[config.mk]
export PLATFORM = sky130hd
export DESIGN_NAME = landing_lights_param
export DESIGN_NICKNAME = d
export VERILOG_FILES = /design/src/rtl/landing_lights_param.sv
export SDC_FILE = /design/constraint.sdc
export NUM_CORES = 1
export LEC_CHECK = 0
export ABC_AREA = 1
export BUFFER_PORTS_ARGS = -buffer_cell sky130_fd_sc_hd__buf_2
export CAP_MARGIN = 20
export CELL_PAD_IN_SITES_DETAIL_PLACEMENT = 1
export CELL_PAD_IN_SITES_GLOBAL_PLACEMENT = 2
export CORE_UTILIZATION = 36
export CTS_BUF_LIST = sky130_fd_sc_hd__clkbuf_4
export DETAILED_ROUTE_END_ITERATION = 8
export PLACE_DENSITY_LB_ADDON = 0.1
export SLEW_MARGIN = 20
export SYNTH_ARGS = -nofsm -noshare
export SYNTH_HDL_FRONTEND = slang
export SYNTH_SLANG_ARGS = --single-unit
export TNS_END_PERCENT = 5
[constraint.sdc]
create_clock -name clk -period 3.1 [get_ports clk]
set_input_delay 0.465 -clock clk [delete_from_list [all_inputs] [get_ports clk]]
set_output_delay 0.465 -clock clk [all_outputs]
set_load 0.005 [all_outputs]
[src/rtl/landing_lights_param.sv]
// Runway landing-light pattern generator: calm edge/centre alternation or wrapping single-LED sweep.
// Out/step register one cycle after a prescaler tick; enable=0 freezes everything, w=11 holds the pattern.
module landing_lights_param #(
  parameter int N        = 3,
  parameter int TICK_DIV = 1,
  localparam int CW      = $clog2(TICK_DIV) + 1
) (
  input  logic         clk,
  input  logic         reset,
  input  logic [1:0]   w,
  input  logic         enable,
  output logic [N-1:0] out,
  output logic         step
);

  localparam int PW = $clog2(N);
  localparam logic [PW-1:0] LAST     = PW'(N - 1);
  localparam logic [CW-1:0] CNT_LAST = CW'(TICK_DIV - 1);

  typedef enum logic [1:0] {
    CALM_EDGE,
    CALM_CENTRE,
    SWEEP
  } state_t;

  state_t        state_q, state_d;
  logic [PW-1:0] pos_q, pos_d;
  logic [CW-1:0] cnt_q;
  logic          tick;
  logic          adv;

  function automatic logic [N-1:0] pattern(input state_t s, input logic [PW-1:0] p);
    logic [N-1:0] v;
    v = '0;
    case (s)
      CALM_EDGE: begin
        v[0]   = 1'b1;
        v[N-1] = 1'b1;
      end
      CALM_CENTRE: begin
        v[(N-1)/2] = 1'b1;
        v[N/2]     = 1'b1;
      end
      default: v = N'(1) << p;
    endcase
    return v;
  endfunction

  assign tick = enable && (cnt_q == CNT_LAST);

  always_comb begin
    state_d = state_q;
    pos_d   = pos_q;
    adv     = 1'b0;
    if (tick) begin
      case (w)
        2'b00: begin
          adv     = 1'b1;
          state_d = (state_q == CALM_EDGE) ? CALM_CENTRE : CALM_EDGE;
        end
        2'b01: begin
          adv = 1'b1;
          if (state_q != SWEEP) begin
            state_d = SWEEP;
            pos_d   = '0;
          end else begin
            pos_d = (pos_q == LAST) ? '0 : pos_q + 1'b1;
          end
        end
        2'b10: begin
          adv = 1'b1;
          if (state_q != SWEEP) begin
            state_d = SWEEP;
            pos_d   = LAST;
          end else begin
            pos_d = (pos_q == '0) ? LAST : pos_q - 1'b1;
          end
        end
        default: ;
      endcase
    end
  end

  // out is reloaded only when a pattern step happens, so it always mirrors state_q/pos_q
  always_ff @(posedge clk or negedge reset) begin
    if (!reset) begin
      state_q <= CALM_EDGE;
      pos_q   <= '0;
      cnt_q   <= '0;
      step    <= 1'b0;
      out     <= pattern(CALM_EDGE, '0);
    end else begin
      if (enable) cnt_q <= tick ? '0 : cnt_q + 1'b1;
      state_q <= state_d;
      pos_q   <= pos_d;
      step    <= adv;
      if (adv) out <= pattern(state_d, pos_d);
    end
  end

endmodule

== After elaboration in Yosys (flattened, before gate mapping) ==
Index checks and enable logic that the tools add are counted.

* Bits of input ports: 5
* Register bits after elaboration: 9
* Output and inout bits: 4

* Shifts and indexed selects: 1
* Mux-type cells: 16
* Eq/ne operators: 5
* Add/subtract/negate cells: 3
* Bitwise logic cells: 1
* Reductions and logical operators: 7

{| class="wikitable"
|+ Operators with widths
! kind !! number
|-
| $mux W2 || 7
|-
| $logic_not A2 Y1 || 4
|-
| $pmux W2 S2 || 2
|-
| $pmux W1 S2 || 3
|-
| $eq A2 B1 Y1 const B || 2
|-
| $eq A2 B2 Y1 const B || 2
|-
| $mux W1 || 4
|-
| $reduce_or A3 Y1 || 1
|-
| $shl A1 B2 Y3 const A || 1
|-
| $add A2 B1 Y2 const B || 1
|-
| $ne A2 B2 Y1 const B || 1
|-
| $reduce_or A2 Y1 || 1
|-
| $sub A2 B1 Y2 const B || 1
|-
| $add A1 B1 Y1 const B || 1
|-
| $logic_and A1 B1 Y1 || 1
|-
| $not A1 Y1 || 1
|}

== Logic depth before layout (Yosys ltp) ==
Gate-level depths: netlist of run 1.

* Word-level depth: 7
* Depth in mapped cells: 10
* Mapped depth without buffers: 10

== Least setup slack after synthesis of run 1 ==
No wires, ideal clock.

* Path kind: input port to flip-flop
* Start: input port w[0]
* End: register out[1]
* Path slack: 1.671 ns
* Path buffers: 0
* Stages on the path: 10
* Arrival time: 1.312 ns
* Required time: 2.983 ns
* Path through: inv_1 > ha_1 > nand2_1 > nand2_1 > nand2_2 > nand2_4 > nor2_2 > nor2_2 > nand3_1 > nand2_1

* Cells in the longest elaborated chain, start to end: 6
* Elaborated cells on any way between the ends: 15
* Those cells by class: eq/ne (3); shift (1); mux (7); reduce/logical (4)

{| class="wikitable"
|+ RTL lines
! item !! line !! RTL
|-
| start, declared || 10 || <nowiki>input logic [1:0] w,</nowiki>
|-
| $eq A2 B2 Y1 / $eq A2 B1 Y1 (equally long branches) || 56 || <nowiki>case (w)</nowiki>
|-
| $reduce_or A2 Y1 (no source line) || - ||
|-
| $pmux W2 S2 * || 56 ||
|-
| $mux W2 * || 55 || <nowiki>if (tick) begin</nowiki>
|-
| via state_d[1] || 26 || <nowiki>state_t state_q, state_d;</nowiki>
|-
| $eq A2 B1 Y1 / $logic_not A2 Y1 (equally long branches) || 35 || <nowiki>case (s)</nowiki>
|-
| $pmux W1 S2 * || 35 ||
|-
| end signal, assigned || 91 || <nowiki>out <= pattern(CALM_EDGE, '0);</nowiki>
|-
| end signal, assigned || 97 || <nowiki>if (adv) out <= pattern(state_d, pos_d);</nowiki>
|-
| end, declared || 12 || <nowiki>output logic [N-1:0] out,</nowiki>
|}

The timed path passes the listed nets; every way through them passes the cells marked *.
A chain may end at the register's enable or synchronous reset.

== Worst setup path in the final report of run 1 ==
Ends and elaborated chain as after synthesis.

==> results of run 1 <==
==> per-stage QoR <==
step	setup slack (ps)	util, %
2_1_floorplan	1670	-
3_3_place_gp	1460	44.0
3_5_place_dp	1430	44.0
4_1_cts	1700	45.9
5_1_grt	1590	45.9
6_report	1710	45.9
==> registers in the layout, indices dropped and copies added (netlist names) <==
register  cells
pos_q         2
cnt_q         1
state_q       2
step          1
out           3
==> logic make-up (layout without fill, tap and decap cells) <==
logic type	after synthesis	count (layout)	share of synthesized area (%)
AOI/OAI and AO/OA	2	2	1.60
adders and majority gates	8	8	16.0
buffers and inverters	16	28	9.60
DFF	9	9	36.4
and+or+nand+nor	44	44	36.4
==> worst register-to-register path: cells and delay by family, from the launching register on <==
kind	cells	cell delay [ps]
simple gates	5	340
buf+inv	2	140
fa+ha+maj	1	290
flops	1	380
compound gates	1	120
==> cell type report <==
cell class | instances | area [sq um] | area share [%]
Clock buffer | 4 | 30.0 | 4.20
Inverter | 16 | 60.1 | 8.39
Multi-Input combinational cell | 54 | 338 | 47.2
Sequential cell | 9 | 228 | 31.8
Tap cell | 16 | 20.0 | 2.80
Timing Repair Buffer | 8 | 40.0 | 5.59
==> power by group <==
group	internal (mW)	leakage [nW]	total (mW)	switching, mW
sequential	0.138	0.112	0.149	0.0107
clock	0.0583	0.0184	0.0985	0.0402
combinational	0.0394	0.274	0.0958	0.0563
==> metal layers <==
layer / GRT usage, % / up-vias / wire length [microns]
li1: - / 258 / -
met1: 18.7 / 222 / 552
met2: 24.5 / 12 / 528
met3: 6.25 / 0 / 47
met4: 3.75 / 0 / 0
met5: 0 / - / 0
==> cell usage in the layout, fill, tap and decap left out, drive strengths merged <==
| cell type | Yosys | final |
|---|---|---|
| nor2 | 10 | 10 |
| or2 | 2 | 2 |
| nand3 | 6 | 6 |
| dfrtp | 7 | 7 |
| inv | 16 | 16 |
| ha | 8 | 8 |
| buf | 0 | 8 |
| nand2 | 25 | 25 |
| a21oi | 2 | 2 |
| clkbuf | 0 | 4 |
| dfstp | 2 | 2 |
| nand4 | 1 | 1 |
==> worst paths after layout <==
path | endpoint
setup / recovery | out[1]
hold / removal | pos_q[0]
setup reg to reg | out[2]
hold reg to reg | out[1]
max in group asynchronous | out[0]
min in group clk | cnt_q
==> results.toml, run 1 <==
[sta]
finalSetupViolations = 0
rsz0062_at_grt = "no"
tightest_slew_ps = 202
holdWs_ps = 40.9
finalHoldViolCount = 0
fin_crit_sh_pct = 44.8
setup_tns_ps = 0
layout_min_cycle_time_ps = 1390
fmax_mhz = 721
finalMaxSlewViolations = 0
clock-skew-final_ps = 0.699
relSlewSlack_pct = 86.5

[critical_path]
reg2reg_from = "pos_q[0]"
crit_chain = "buf_2 -> inv_1 -> ha_1 -> nand2_1 -> nand2_1 -> nand2_2 -> nand2_4 -> nor2_2 -> nor2_2 -> nand3_1 -> nand2_1"
reg2regPathDepth = 9
slowest_stage = "ha_1"
worst-setup-path-type = "in2reg"
cpMostUsedCell = "nand2_1"
cp.depth = 11
crit_buf_inv = 2
cp.required_ps = 3250
r2r_slack_ps = 1750
cp_top_family = "simple AND/OR/NAND/NOR gates"
worstPathMaxFanout = 5
crit_path_max_incr_delay_ps = 330
end_kind = "flip-flop"
cp-startpoint = "w[0]"
worst_setup_path_start_kind = "input port"
cp.arrival_ps = 1540

[status]
status = "complete, but fails checks"
violations = "design-rule violations"

[logic_synthesis]
synth-seq-cells = 9
synth.top_cells.by_count = "18 x nand2_1, 13 x inv_1, 8 x ha_1, 7 x dfrtp_1"
synth_area_leader_cell = "dfrtp_1"
ys_warn_count = 0
syn_nets = 92
synth_ff_type = "dfrtp_1"
netlist_top_cells_area = "dfrtp_1 28%, ha_1 16%, nand2_1 11%, dfstp_2 8.4%, inv_1 7.8%"
ys_types = 15
ys_async_sr_fraction_pct = 100
yosysMostFrequentCell = "nand2_1"
yosysTopAreaCellShare_pct = 28.0
yosysSeqAreaShare_pct = 36.4
avgSynthCellArea_sq_um = 7.92
synth_enable_flop_cells = 0
synthCells = 79
netlist_area_sq_um = 626

[die]
rows = 14
die_h_microns = 43.7
dieArea_sq_mm = 0.00191
die_w_microns = 43.7
core-area_sq_mm = 0.00156
ioPinCount = 9
initial_core_util_pct = 40.1

[cts]
cts_buffer_depth = 2
cts-htree-levels = 1
cts-hold-fix-buffers = 0
cts_tree = "done"
cts_root_buf = "clkbuf_4"
cts.repair.resized = 0
clock_latency_ps = 260
post_cts.repair.setup_buffers = 0
clk_pin_slew_ps = 60
cts.sinks = 9
cts_made_buffers = 3

[placement]
placed_cell_area_sq_um = 686
place_inst = 103
hpwl_microns = 976
numPortBuffers = 8
place_congestion = 0.692

[route]
vias_per_cell = 4.60
drt-initial-drc-count = 7
drtAntennaViolNets = 0
vias = 492
dr.pass1.iters = 5
drt-total-wl_mm = 1.13
wl_per_cell_microns = 10.5
drc_errors = 2

[global_route]
grt_pass1_wl_mm = 2.09
grt-ovfl-total = 0
grt_max_degree = 10
first_global_vias = 521
grt_use_total_pct = 15.2
antenna_found_initial = 0

[layout]
nets = 105
diodes = 0
nFillCells = 202
fin_area_sq_um = 716
drive_gt1_share_pct = 35.2
instances_no_fill = 107
syn2layout_area_growth_pct = 14.4

[flow_run]
maxCapViolations = 0

[power]
p_leak_nw = 0.404
ir_worst_vdd_mv = 0.239
power_mw = 0.343
powerDensity_mw_per_mm2 = 480

[worst_hold_path]
hold_path.class = "in2async"
Power figures use the tool's default switching activity.
==> run 2, diff against run 1 <==
--- a/config.mk
+++ b/config.mk
@@ -10,7 +10,7 @@
 export CAP_MARGIN = 20
 export CELL_PAD_IN_SITES_DETAIL_PLACEMENT = 1
 export CELL_PAD_IN_SITES_GLOBAL_PLACEMENT = 2
-export CORE_UTILIZATION = 36
+export CORE_UTILIZATION = 30
 export CTS_BUF_LIST = sky130_fd_sc_hd__clkbuf_4
 export DETAILED_ROUTE_END_ITERATION = 8
 export PLACE_DENSITY_LB_ADDON = 0.1
==> constraint.sdc (replaced) <==
create_clock -name clk -period 1.17 [get_ports clk]
set_input_delay 0.1755 -clock clk [delete_from_list [all_inputs] [get_ports clk]]
set_output_delay 0.1755 -clock clk [all_outputs]
set_load 0.005 [all_outputs]
==> results.toml, run 2 (synthesis results as in run 1) <==
[critical_path]
reg2reg_from = "state_q[0]"
end_kind = "flip-flop"
worst-setup-path-type = "reg2reg"
worstPathMaxFanout = 3
cp-startpoint = "state_q[0]"
r2r_slack_ps = -80
cpMostUsedCell = "nor2_2"
crit_chain = "inv_1 -> nand2_1 -> nor2_2 -> nand2_1 -> nand2_2 -> nor2_2 -> nor2_2 -> buf_4 -> a21oi_2"
reg2regPathDepth = 9
cp.required_ps = 1360
slowest_stage = "dfrtp_1"
r2r-end = "out[2]"
cp-endpoint = "out[2]"
cp.arrival_ps = 1440
crit_path_max_incr_delay_ps = 380
worst_setup_path_start_kind = "flip-flop"

[power]
p_int_mw = 0.710
power_frac_comb_pct = 37.5
sw_frac_of_total_pct = 32.3
clockPowerShare_pct = 25.1
p_leak_nw = 0.489
p_sw_mw = 0.338
seq_power_share_pct = 37.4
ir_worst_vdd_mv = 0.643
powerDensity_mw_per_mm2 = 1150

[sta]
layout_min_cycle_time_ps = 1250
rsz0062_at_grt = "yes"
setup_tns_ps = -181
finalHoldViolCount = 0
finalMaxSlewViolations = 0
tightest_slew_ps = 199
relSlewSlack_pct = 86.7
clock-skew-final_ps = 2.27
fin_crit_sh_pct = 106
fmax_mhz = 803
holdWs_ps = 129
setup_slack_ps = -75.5
finalSetupViolations = 3

[route]
vias = 573
dr_wl_met2_microns = 705
drt-initial-drc-count = 6
vias_per_cell = 4.24
route.met3.wl_microns = 31
drtAntennaViolNets = 0
dr.pass1.iters = 4
drt-total-wl_mm = 1.45
highest_layer = "met4"
drc_errors = 0
wl_per_cell_microns = 10.7
met1_length_microns = 694

[layout]
largest-register = "out"
final_common_cell = "buf_4"
nets = 122
nFillCells = 257
syn2layout_area_growth_pct = 45.8
drive_gt1_share_pct = 57.4
diodes = 0
largest_reg_flops = 3
final_core_util_pct = 46.5
reg_top3 = "out x3, pos_q x2, state_q x2"
layout_common_cells = "16 x buf_4, 15 x nand2_1, 10 x inv_1, 8 x nand2_2, 8 x buf_2"

[global_route]
grt_pass1_wl_mm = 2.42
antenna_found_initial = 0
grt-ovfl-total = 0
grt_max_degree = 10
grt_use_total_pct = 15.6
first_global_vias = 572

[cts]
cts-htree-levels = 1
cts_tree = "done"
cts_root_buf = "clkbuf_4"
cts.sinks = 9
cts_buffer_depth = 2
cts_made_buffers = 3
clock_latency_ps = 260
clk_pin_slew_ps = 60

[die]
core-area_sq_mm = 0.00196
die_h_microns = 47.7
die_w_microns = 47.7
rows = 16
ioPinCount = 9
initial_core_util_pct = 31.9
dieArea_sq_mm = 0.00227

[placement]
place_congestion = 0.737
numPortBuffers = 8
hpwl_mm = 1.11

[status]
status = "complete, but fails checks"
violations = "negative setup slack"

[flow_run]
maxCapViolations = 0

[worst_hold_path]
hold_path.class = "in2reg"
-- run 2: cell types whose count changed in the layout (fill, tap and decap cells not counted), sizes merged --
| cell | delta |
|---|---|
| dlygate4sd3 | +1 |
| buf | +16 |
-- run 2: power groups by stage --
stage	combinational (mW)	sequential, mW	clock [mW]
after floorplan	0.178	0.400	0
after global placement	0.309	0.398	0
after detailed placement	0.310	0.401	0
after CTS	0.387	0.394	0.278
after global routing	0.444	0.402	0.287
final	0.393	0.392	0.263
-- run 2: area by class of cell --
cell class	count	area, sq um	area share (%)
clock buffer	4	30.0	3.29
timing repair buffer	25	170	18.7
sequential	9	228	25.0
tap	27	33.8	3.70
multi-input combinational	54	390	42.8
inverter	16	60.1	6.58
-- run 2: what timing repair did --
item | in CTS | in global routing
gates cloned | 0 | 0
endpoints found under the hold margin | 9 | 0
pin swaps | 13 | 0
resized for setup | 12 | 2
buffers inserted | 5 | 0
hold buffers | 1 | 0
setup endpoints to repair | 4 | 4
-- run 2: worst min path at each step --
stage | start | end | slack, ps | depth (start not counted)
floorplan | reset | cnt_q | -120 | 0
detailed placement | reset | pos_q[1] | 40 | 1
global placement | reset | pos_q[1] | 40 | 1
global route | enable | cnt_q | 140 | 2
finish | enable | cnt_q | 130 | 2
CTS | enable | cnt_q | 120 | 2
-- run 2: layer usage --
layer,vias to the layer above,GRT usage (%)
met5,-,0
met3,2,3.40
met1,274,19.5
met4,0,6.67
met2,5,26.0
li1,292,-
-- run 2: critical path: cells and delay by family, from the launching register on --
family / cells / cell delay [ps]
buffers and inverters: 2 / 240
DFF: 1 / 380
and+or+nand+nor: 6 / 500
AOI/OAI and AO/OA: 1 / 50
-- run 2: stage by stage --
stage	power, mW	instances	area [sq um]	worst slack [ps]
2_1_floorplan	0.578	79	626	-24.7
3_3_place_gp	0.706	125	782	-219
3_5_place_dp	0.711	125	782	-238
4_1_cts	1.06	135	905	-66.9
5_1_grt	1.13	135	912	-217
6_report	1.05	135	912	-75.5
